`src/rtl/seq_detect.sv`:
```
// Serial pattern detector on the registered dff bit stream, with a saturating match counter.
// Define SEQ_OVERLAP_EN for overlapping detection; by default the window clears after each hit.
module seq_detect #(
  parameter int                   PATTERN_W = 4,
  parameter logic [PATTERN_W-1:0] PATTERN   = 4'b1011,
  parameter int                   CNT_W     = 8
) (
  input  logic                               clk,
  input  logic                               rst,
  input  logic                               d_in,
  input  logic                               d_valid,
  input  logic                               cnt_clr,
  output logic                               match,
  output logic [CNT_W-1:0]                   match_cnt,
  output logic [$clog2(PATTERN_W+1)-1:0]     fill
);

  localparam int                FILL_W    = $clog2(PATTERN_W + 1);
  localparam logic [FILL_W-1:0] FILL_FULL = FILL_W'(PATTERN_W);
  localparam logic [CNT_W-1:0]  CNT_MAX   = {CNT_W{1'b1}};

  logic [PATTERN_W-1:0] window_q, window_d, window_next_s;
  logic [FILL_W-1:0]    fill_q, fill_d, fill_next_s;
  logic                 match_q, match_d;
  logic [CNT_W-1:0]     cnt_q, cnt_d;
  logic                 hit_s;

  // Shift-window, fill and hit evaluation for the current sample
  always_comb begin
    window_next_s = {window_q[PATTERN_W-2:0], d_in};
    if (fill_q >= FILL_FULL) begin
      fill_next_s = FILL_FULL;
    end else begin
      fill_next_s = fill_q + FILL_W'(1);
    end
    // The fill guard keeps an all-zero pattern from matching the reset window.
    hit_s    = d_valid && (fill_next_s == FILL_FULL) && (window_next_s == PATTERN);
    window_d = window_q;
    fill_d   = fill_q;
    if (hit_s) begin
`ifdef SEQ_OVERLAP_EN
      window_d = window_next_s;
      fill_d   = FILL_FULL;
`else
      window_d = {PATTERN_W{1'b0}};
      fill_d   = {FILL_W{1'b0}};
`endif
    end else if (d_valid) begin
      window_d = window_next_s;
      fill_d   = fill_next_s;
    end else begin
      window_d = window_q;
      fill_d   = fill_q;
    end
    match_d = hit_s;
  end

  // Match counter: a same-edge hit wins over clear and is counted as the first match
  always_comb begin
    cnt_d = cnt_q;
    if (hit_s && cnt_clr) begin
      cnt_d = CNT_W'(1);
    end else if (hit_s) begin
      if (cnt_q == CNT_MAX) begin
        cnt_d = cnt_q;
      end else begin
        cnt_d = cnt_q + CNT_W'(1);
      end
    end else if (cnt_clr) begin
      cnt_d = {CNT_W{1'b0}};
    end else begin
      cnt_d = cnt_q;
    end
  end

  // State registers with asynchronous active-low reset
  always_ff @(posedge clk or negedge rst) begin
    if (!rst) begin
      window_q <= {PATTERN_W{1'b0}};
      fill_q   <= {FILL_W{1'b0}};
      match_q  <= 1'b0;
      cnt_q    <= {CNT_W{1'b0}};
    end else begin
      window_q <= window_d;
      fill_q   <= fill_d;
      match_q  <= match_d;
      cnt_q    <= cnt_d;
    end
  end

  assign match     = match_q;
  assign match_cnt = cnt_q;
  assign fill      = fill_q;

endmodule

```
`config.mk`:
```
export PLATFORM = sky130hd
export DESIGN_NAME = seq_detect
export DESIGN_NICKNAME = d
export VERILOG_FILES = /design/src/rtl/seq_detect.sv
export SDC_FILE = /design/constraint.sdc
export NUM_CORES = 1
export LEC_CHECK = 0
export ABC_AREA = 0
export CORE_UTILIZATION = 51
export DETAILED_ROUTE_END_ITERATION = 7
export GPL_TIMING_DRIVEN = 0
export PLACE_DENSITY_LB_ADDON = 0.12
export SYNTH_ARGS = -nofsm -noshare
export SYNTH_HDL_FRONTEND = slang
export SYNTH_SLANG_ARGS = --single-unit
export TNS_END_PERCENT = 20
```
`constraint.sdc`:
```
create_clock -name clk -period 5.7 [get_ports clk]
set_input_delay 1.14 -clock clk [delete_from_list [all_inputs] [get_ports clk]]
set_output_delay 1.14 -clock clk [all_outputs]
set_load 0.01 [all_outputs]
```
# Word level (Yosys, flattened, before mapping)
# Cells that the tools add are included.
[word_totals]
ff_bits = 15
input_bits = 5
out_inout_bits = 12
word_cells = 26
[op_classes]
addsub = 2
magnitude_cmp = 1
eq_ne = 4
muxes = 9
n_reduce_logical = 6
[op_table]
columns = ["op", "count"]
rows = [
  ["$mux W8", 4],
  ["$mux W3", 5],
  ["$add A8 B1 Y8 const B", 1],
  ["$eq A8 B8 Y1 const B", 1],
  ["$eq A4 B4 Y1 const B", 1],
  ["$add A3 B1 Y3 const B", 1],
  ["$eq A3 B3 Y1 const B", 1],
  ["$ge A3 B3 Y1 const B", 1],
  ["$logic_and A1 B1 Y1", 3],
  ["$ne A3 B3 Y1 const B", 1],
  ["$reduce_bool A3 Y1", 1],
  ["$reduce_and A2 Y1", 1],
  ["$reduce_bool A2 Y1", 1],
]

# Longest topological paths before layout
# Gate-level depths: netlist of the first run.
[depth]
word_depth = 8
mapped_depth = 8
depth_no_buf = 7

# Worst setup path after synthesis of the first run
# Ideal clock, no wire load.
[synth_path]
path_kind = "input to register"
from = "in d_in"
to = "reg cnt_q[5], in the netlist match_cnt[5]"
setup_time_ns = 0.125
arrival_ns = 2.191
required_ns = 5.575
path_slack_ns = 3.384
cell_stages = 5
n_path_buf = 1
cell_sequence = "and4b_1 -> o211ai_2 -> buf_6 -> nor4_1 -> mux2_2"
[synth_between]
elab_chain_len = 5
elab_cells_between_ends = 8
cone_classes = "eq/ne (2); mux (2); reduce/logical (4)"
[synth_rtl]
columns = ["element", "line_no", "rtl"]
rows = [
  ["start: declaration", "10", "input logic d_in,"],
  ["$eq A4 B4 Y1 (*)", "37", "hit_s = d_valid && (fill_next_s == FILL_FULL) && (window_next_s == PATTERN);"],
  ["$logic_and A1 B1 Y1 (*)", "37", ""],
  ["$logic_and A1 B1 Y1", "61", "if (hit_s && cnt_clr) begin"],
  ["$ne A3 B3 Y1 (no line) / $reduce_bool A3 Y1 (equally long branches)", "n/a", ""],
  ["$reduce_and A2 Y1 (no line)", "n/a", ""],
  ["end signal: assignment", "82", "cnt_q <= {CNT_W{1'b0}};"],
  ["end signal: assignment", "87", "cnt_q <= cnt_d;"],
  ["end: declaration", "25", "logic [CNT_W-1:0] cnt_q, cnt_d;"],
]
# Every way passes the cells marked *; elsewhere a longest branch is shown, timed or not.
# A chain may end at the register's enable or synchronous reset.

# Worst setup path after layout of the first run
# Same ends and word-level chain as after synthesis.

==> results of run 1 <==
Yosys cell counts, types with 2 or more instances:
master,count
dfrtp_1,15
a21oi_1,7
inv_1,6
nand3_1,6
nand2_1,5
nor3_1,5
ha_1,3
nor2_1,3
o21ai_0,3
and4_1,2
mux2_2,2
nor2b_1,2
o2bb2ai_1,2
o31ai_1,2
or4_1,2
worst max-delay path: cells and delay by family:
family                 cells  cell delay, ps
buffers and inverters      2             630
multiplexers               1             370
AND/OR/NAND/NOR            2             570
AO/OA/AOI/OAI              1             110
state kept, by name (all words and copies together) (netlist names):
name       flops
window_q       3
fill           3
match_cnt      8
match          1
kinds of logic after synthesis:
kind of cell,after synthesis,share of synthesized area
and+or+nand+nor,30,0.217
AOI/OAI and AO/OA,18,0.153
DFF,15,0.483
buffers and inverters,11,0.0692
adders and majority gates,3,0.0483
muxes,2,0.0290
layer usage:
layer,vias to the layer above,part of all wire,track usage
li1,319,-,-
met1,309,0.49,0.316
met2,21,0.45,0.340
met3,6,0.040,0.0489
met4,0,0.021,0.100
met5,-,0,0
cell type report:
type                    instances  area [um^2]  area share
plain buffers                   4         27.5      0.0286
flip-flops and latches         15          375       0.390
multi-input cells              53          348       0.362
repair buffers                 14          140       0.146
well taps                      15         18.8      0.0195
clock buffers                   4         26.3      0.0273
inverters                       7         26.3      0.0273
worst min path at each step:
| stage | end | slack (ps) | depth (start not counted) |
|---|---|---|---|
| finish | window_q[2] | 510 | 1 |
| global route | window_q[2] | 530 | 1 |
| CTS | window_q[2] | 520 | 1 |
| detailed placement | window_q[2] | 500 | 1 |
| global placement | window_q[1] | 490 | 1 |
| floorplan | window_q[1] | 460 | 1 |
report_power, final:
part           internal (W)  switching [W]  total (W)  leakage, nW
clock network     0.0000272      0.0000333  0.0000605       0.0150
registers          0.000120      0.0000124   0.000132        0.200
logic             0.0000327      0.0000293  0.0000620        0.209
stage by stage:
step	util	power, W	hold slack (ps)	cell area [um^2]	std cells
after detailed placement	0.685	0.000196	499	936	108
after global placement	0.685	0.000194	487	936	108
after global routing	0.704	0.000270	534	962	112
after floorplan	-	0.000164	464	777	79
after CTS	0.704	0.000257	519	962	112
final	0.704	0.000254	514	962	112
==> impl_metrics.ini, run 1 <==
[synth]
synth-async-reset-ratio = 1.00
synth_cells = 79
syn_area_um2 = 777
seq_area_frac_synth = 0.483
synth_top_area_share = 0.483
synth_nets = 87
synth_area_leaders = dfrtp_1 48%, ha_1 4.8%, a21oi_1 4.5%, nand3_1 3.9%, nor3_1 3.2%
yosysTopAreaCell = dfrtp_1
synth_area_per_cell_um2 = 9.84
ys_seq_elements = 15
yosys_warnings = 0
synth_edf_count = 0
ys.flop_type = dfrtp_1
ys_types = 29

[cells_and_area]
final_common_cell = dfrtp_1
drive_gt1_frac = 0.103
area_delta_synth_final_pct = 23.8
fin_nets = 106
mostFrequentLayoutCells = 15 x dfrtp_1, 14 x clkdlybuf4s50_1, 7 x a21oi_1
antenna_cells = 0
num-fill-cells = 118

[global_route]
antenna_found_initial = 0
grt_pass1_wl_um = 2420
overflow = 0
track_usage = 0.229
grt_max_degree = 16
grt_pass1_vias = 567

[sta]
period_needed_ps = 2660
rsz0062_at_grt = no
fin_ws_ps = 3040
tightest_slew_ps = 653
setup_viol = 0
fmax_mhz = 376
tns_ps = 0
post-route-period-util = 0.466
slew_violations = 0
finalClockSkew_ps = 0.797
hold_viol_final = 0
relSlewSlack = 0.563

[clock_tree]
cts_resized = 0
clk_latency_ps = 280
cts_setup_buffers = 0
cts_buffer_depth = 2
ctsHtreeMaxLevel = 1
clkTransAtPathRegs_ps = 90
holdBufCountCts = 0
cts_buffers = 3
cts-root-buf = clkbuf_4
clock_sinks = 15
cts_tree = done

[place]
place_hpwl_um = 1110
io_buffers = 14
gp_congestion = 0.859
pre_cts_ws_ps = 2740

[setup_path]
crit_required_ps = 5870
reg2reg_slack_ps = 3590
reg2regPathDepth = 7
crit_start = d_in
critPathSlowestCell = clkdlybuf4s50_1
path_cells = clkdlybuf4s50_1 -> and4b_1 -> o211ai_2 -> buf_6 -> nor4_1 -> mux2_2
worstPathArrival_ps = 2830
cp-endpoint = match_cnt[5]
cp-start-kind = primary input
critPathCaptureType = flop
cp_max_fo = 10
path_class = primary input to flop
max_stage_delay_ps = 480
worstReg2RegEnd = match_cnt[5]
r2r-start = fill[0]

[power_and_ir_drop]
power.density_mw_per_mm2 = 264
p_leak_nw = 0.424
ir_drop_mv = 0.164

[drt]
drc = 0
vias_per_cell = 5.85
drt-wirelength-per-cell_um = 14.0
drt-initial-drc-count = 12
ant_nets = 0
routed_wl_um = 1560
dr.pass1.iters = 5
via_count = 655

[outcome]
outcome = complete, no violations

[floorplanning]
io_pins = 17
placementRows = 13
fp.dieW_um = 41.0
coreArea_mm2 = 0.00137
die_y_um = 41.0
start_util = 0.569
die_area_mm2 = 0.00168

[worst_hold_path]
hp-start = window_q[2]
hold_class = flop to flop

[run]
max-cap-violations = 0
No activity file was read; power rests on OpenSTA's default activity.
==> run 2: changes to the inputs <==
CORE_UTILIZATION = 43   (was 51)
clock period = 2.4 ns   (was 5.7 ns; I/O delays follow)
==> run 2 against run 1 <==
Global-route usage down 4.7 points. Register-to-register slack lost 3300 ps. Non-clock buffer count is the same. Setup slack got worse by 2700 ps. Critical endpoint unchanged. Largest power group unchanged.
==> impl_metrics.ini, run 2 (synthesized netlist as in run 1, its figures left out) <==
[outcome]
outcome = complete, no violations

[setup_path]
crit_family = simple AND/OR/NAND/NOR gates
path_cells = inv_1 -> ha_1 -> and3b_1 -> o211ai_2 -> buf_6 -> nor4_1 -> mux2_2
crit_required_ps = 2570
critPathSlowestCell = dfrtp_1
worstPathArrival_ps = 2230
cp-start-kind = flop
reg2regPathDepth = 7
cp_num_buf_inv = 2
path_class = flop to flop
worstReg2RegEnd = match_cnt[5]
max_stage_delay_ps = 390
cp.depth = 7
crit_start = fill[0]
critPathCaptureType = flop
cp_max_fo = 10
reg2reg_slack_ps = 340
r2r-start = fill[0]
cp-endpoint = match_cnt[5]

[sta]
hold_viol_final = 0
relSlewSlack = 0.563
tns_ps = 0
rsz0062_at_grt = no
fmax_mhz = 485
slew_violations = 0
finalClockSkew_ps = 2.22
setup_viol = 0
period_needed_ps = 2060
post-route-period-util = 0.859
tightest_slew_ps = 653

[drt]
drt-initial-drc-count = 17
via_count = 658
drc = 0
ant_nets = 0
routed_wl_um = 1500
dr.pass1.iters = 4
vias_per_cell = 5.44
drt-wirelength-per-cell_um = 12.4

[floorplanning]
io_pins = 17
placementRows = 14
coreArea_mm2 = 0.00159
fp.dieW_um = 44.5
die_area_mm2 = 0.00198
start_util = 0.487
die_y_um = 44.5

[power_and_ir_drop]
ir_drop_mv = 0.302
power.density_mw_per_mm2 = 616
p_leak_nw = 0.424

[cells_and_area]
final_util = 0.611
fin_nets = 106
mostFrequentLayoutCells = 15 x dfrtp_1, 14 x clkdlybuf4s50_1, 7 x a21oi_1
largest_register_ffs = 8
area_delta_synth_final_pct = 25.3
drive_gt1_frac = 0.103
final_common_cell = dfrtp_1
antenna_cells = 0
num-fill-cells = 144

[global_route]
grt_pass1_wl_um = 2540
grtUsageMet1 = 0.258
antenna_found_initial = 0
met3_usage = 0.0367
track_usage = 0.182
grt_max_degree = 16
grt_pass1_vias = 583
busiest_layer = met2
overflow = 0
use_met2 = 0.262

[clock_tree]
cts_resized = 0
holdBufCountCts = 0
ctsHtreeMaxLevel = 1
clock_sinks = 15
cts_buffers = 3
clk_latency_ps = 270
cts_buffer_depth = 2
cts-root-buf = clkbuf_4
cts_setup_buffers = 0
cts_tree = done
clkTransAtPathRegs_ps = 90

[place]
gp_congestion = 0.825
io_buffers = 14
place_hpwl_um = 1080

[worst_hold_path]
hold_class = primary input to flop

[run]
max-cap-violations = 0
==> run 2: cell counts in the layout (fill, tap and decap cells not counted) <==
No cell type changed its count.
==> run 2: through the flow <==
step	std cells	total power [W]	hold WS (ps)	cell area [um^2]	setup slack (ps)
2_1_floorplan	79	0.000390	184	777	429
3_3_place_gp	117	0.000459	486	947	157
3_5_place_dp	117	0.000467	501	947	130
4_1_cts	121	0.000610	453	973	309
5_1_grt	121	0.000646	480	973	180
6_report	121	0.000600	463	973	338
==> run 2: area by class of cell <==
cell class	instances	area, um^2	area share
repair buffers	14	140	0.144
clock buffers	4	26.3	0.0270
plain buffers	4	27.5	0.0283
inverters	7	26.3	0.0270
flip-flops and latches	15	375	0.386
well taps	24	30.0	0.0308
multi-input cells	53	348	0.357
==> run 2: report_power, final <==
part | internal, W | leakage (nW) | switching [W]
Clock | 0.0000643 | 0.0150 | 0.0000773
Combinational | 0.0000776 | 0.209 | 0.0000691
Sequential | 0.000284 | 0.200 | 0.0000276
Total | 0.000426 | 0.424 | 0.000174
==> run 2: routing by layer <==
metal / part of all wire / routed length (um)
met2: 0.44 / 652
met1: 0.50 / 751
met5: 0 / 0
met3: 0.043 / 64
met4: 0.017 / 26
==> run 2: worst min-delay path by stage <==
stage,cells after the start,endpoint,start
finish,2,fill[1],d_valid
global route,2,fill[0],d_valid
CTS,2,fill[0],d_valid
detailed placement,1,window_q[0],window_q[0]
global placement,1,window_q[1],window_q[1]
floorplan,0,fill[0],rst
==> run 3: changes to the inputs <==
ABC_AREA = default   (was 0)
==> results of run 3 <==
Final layout, timing and power as in run 2 (identical DEF).
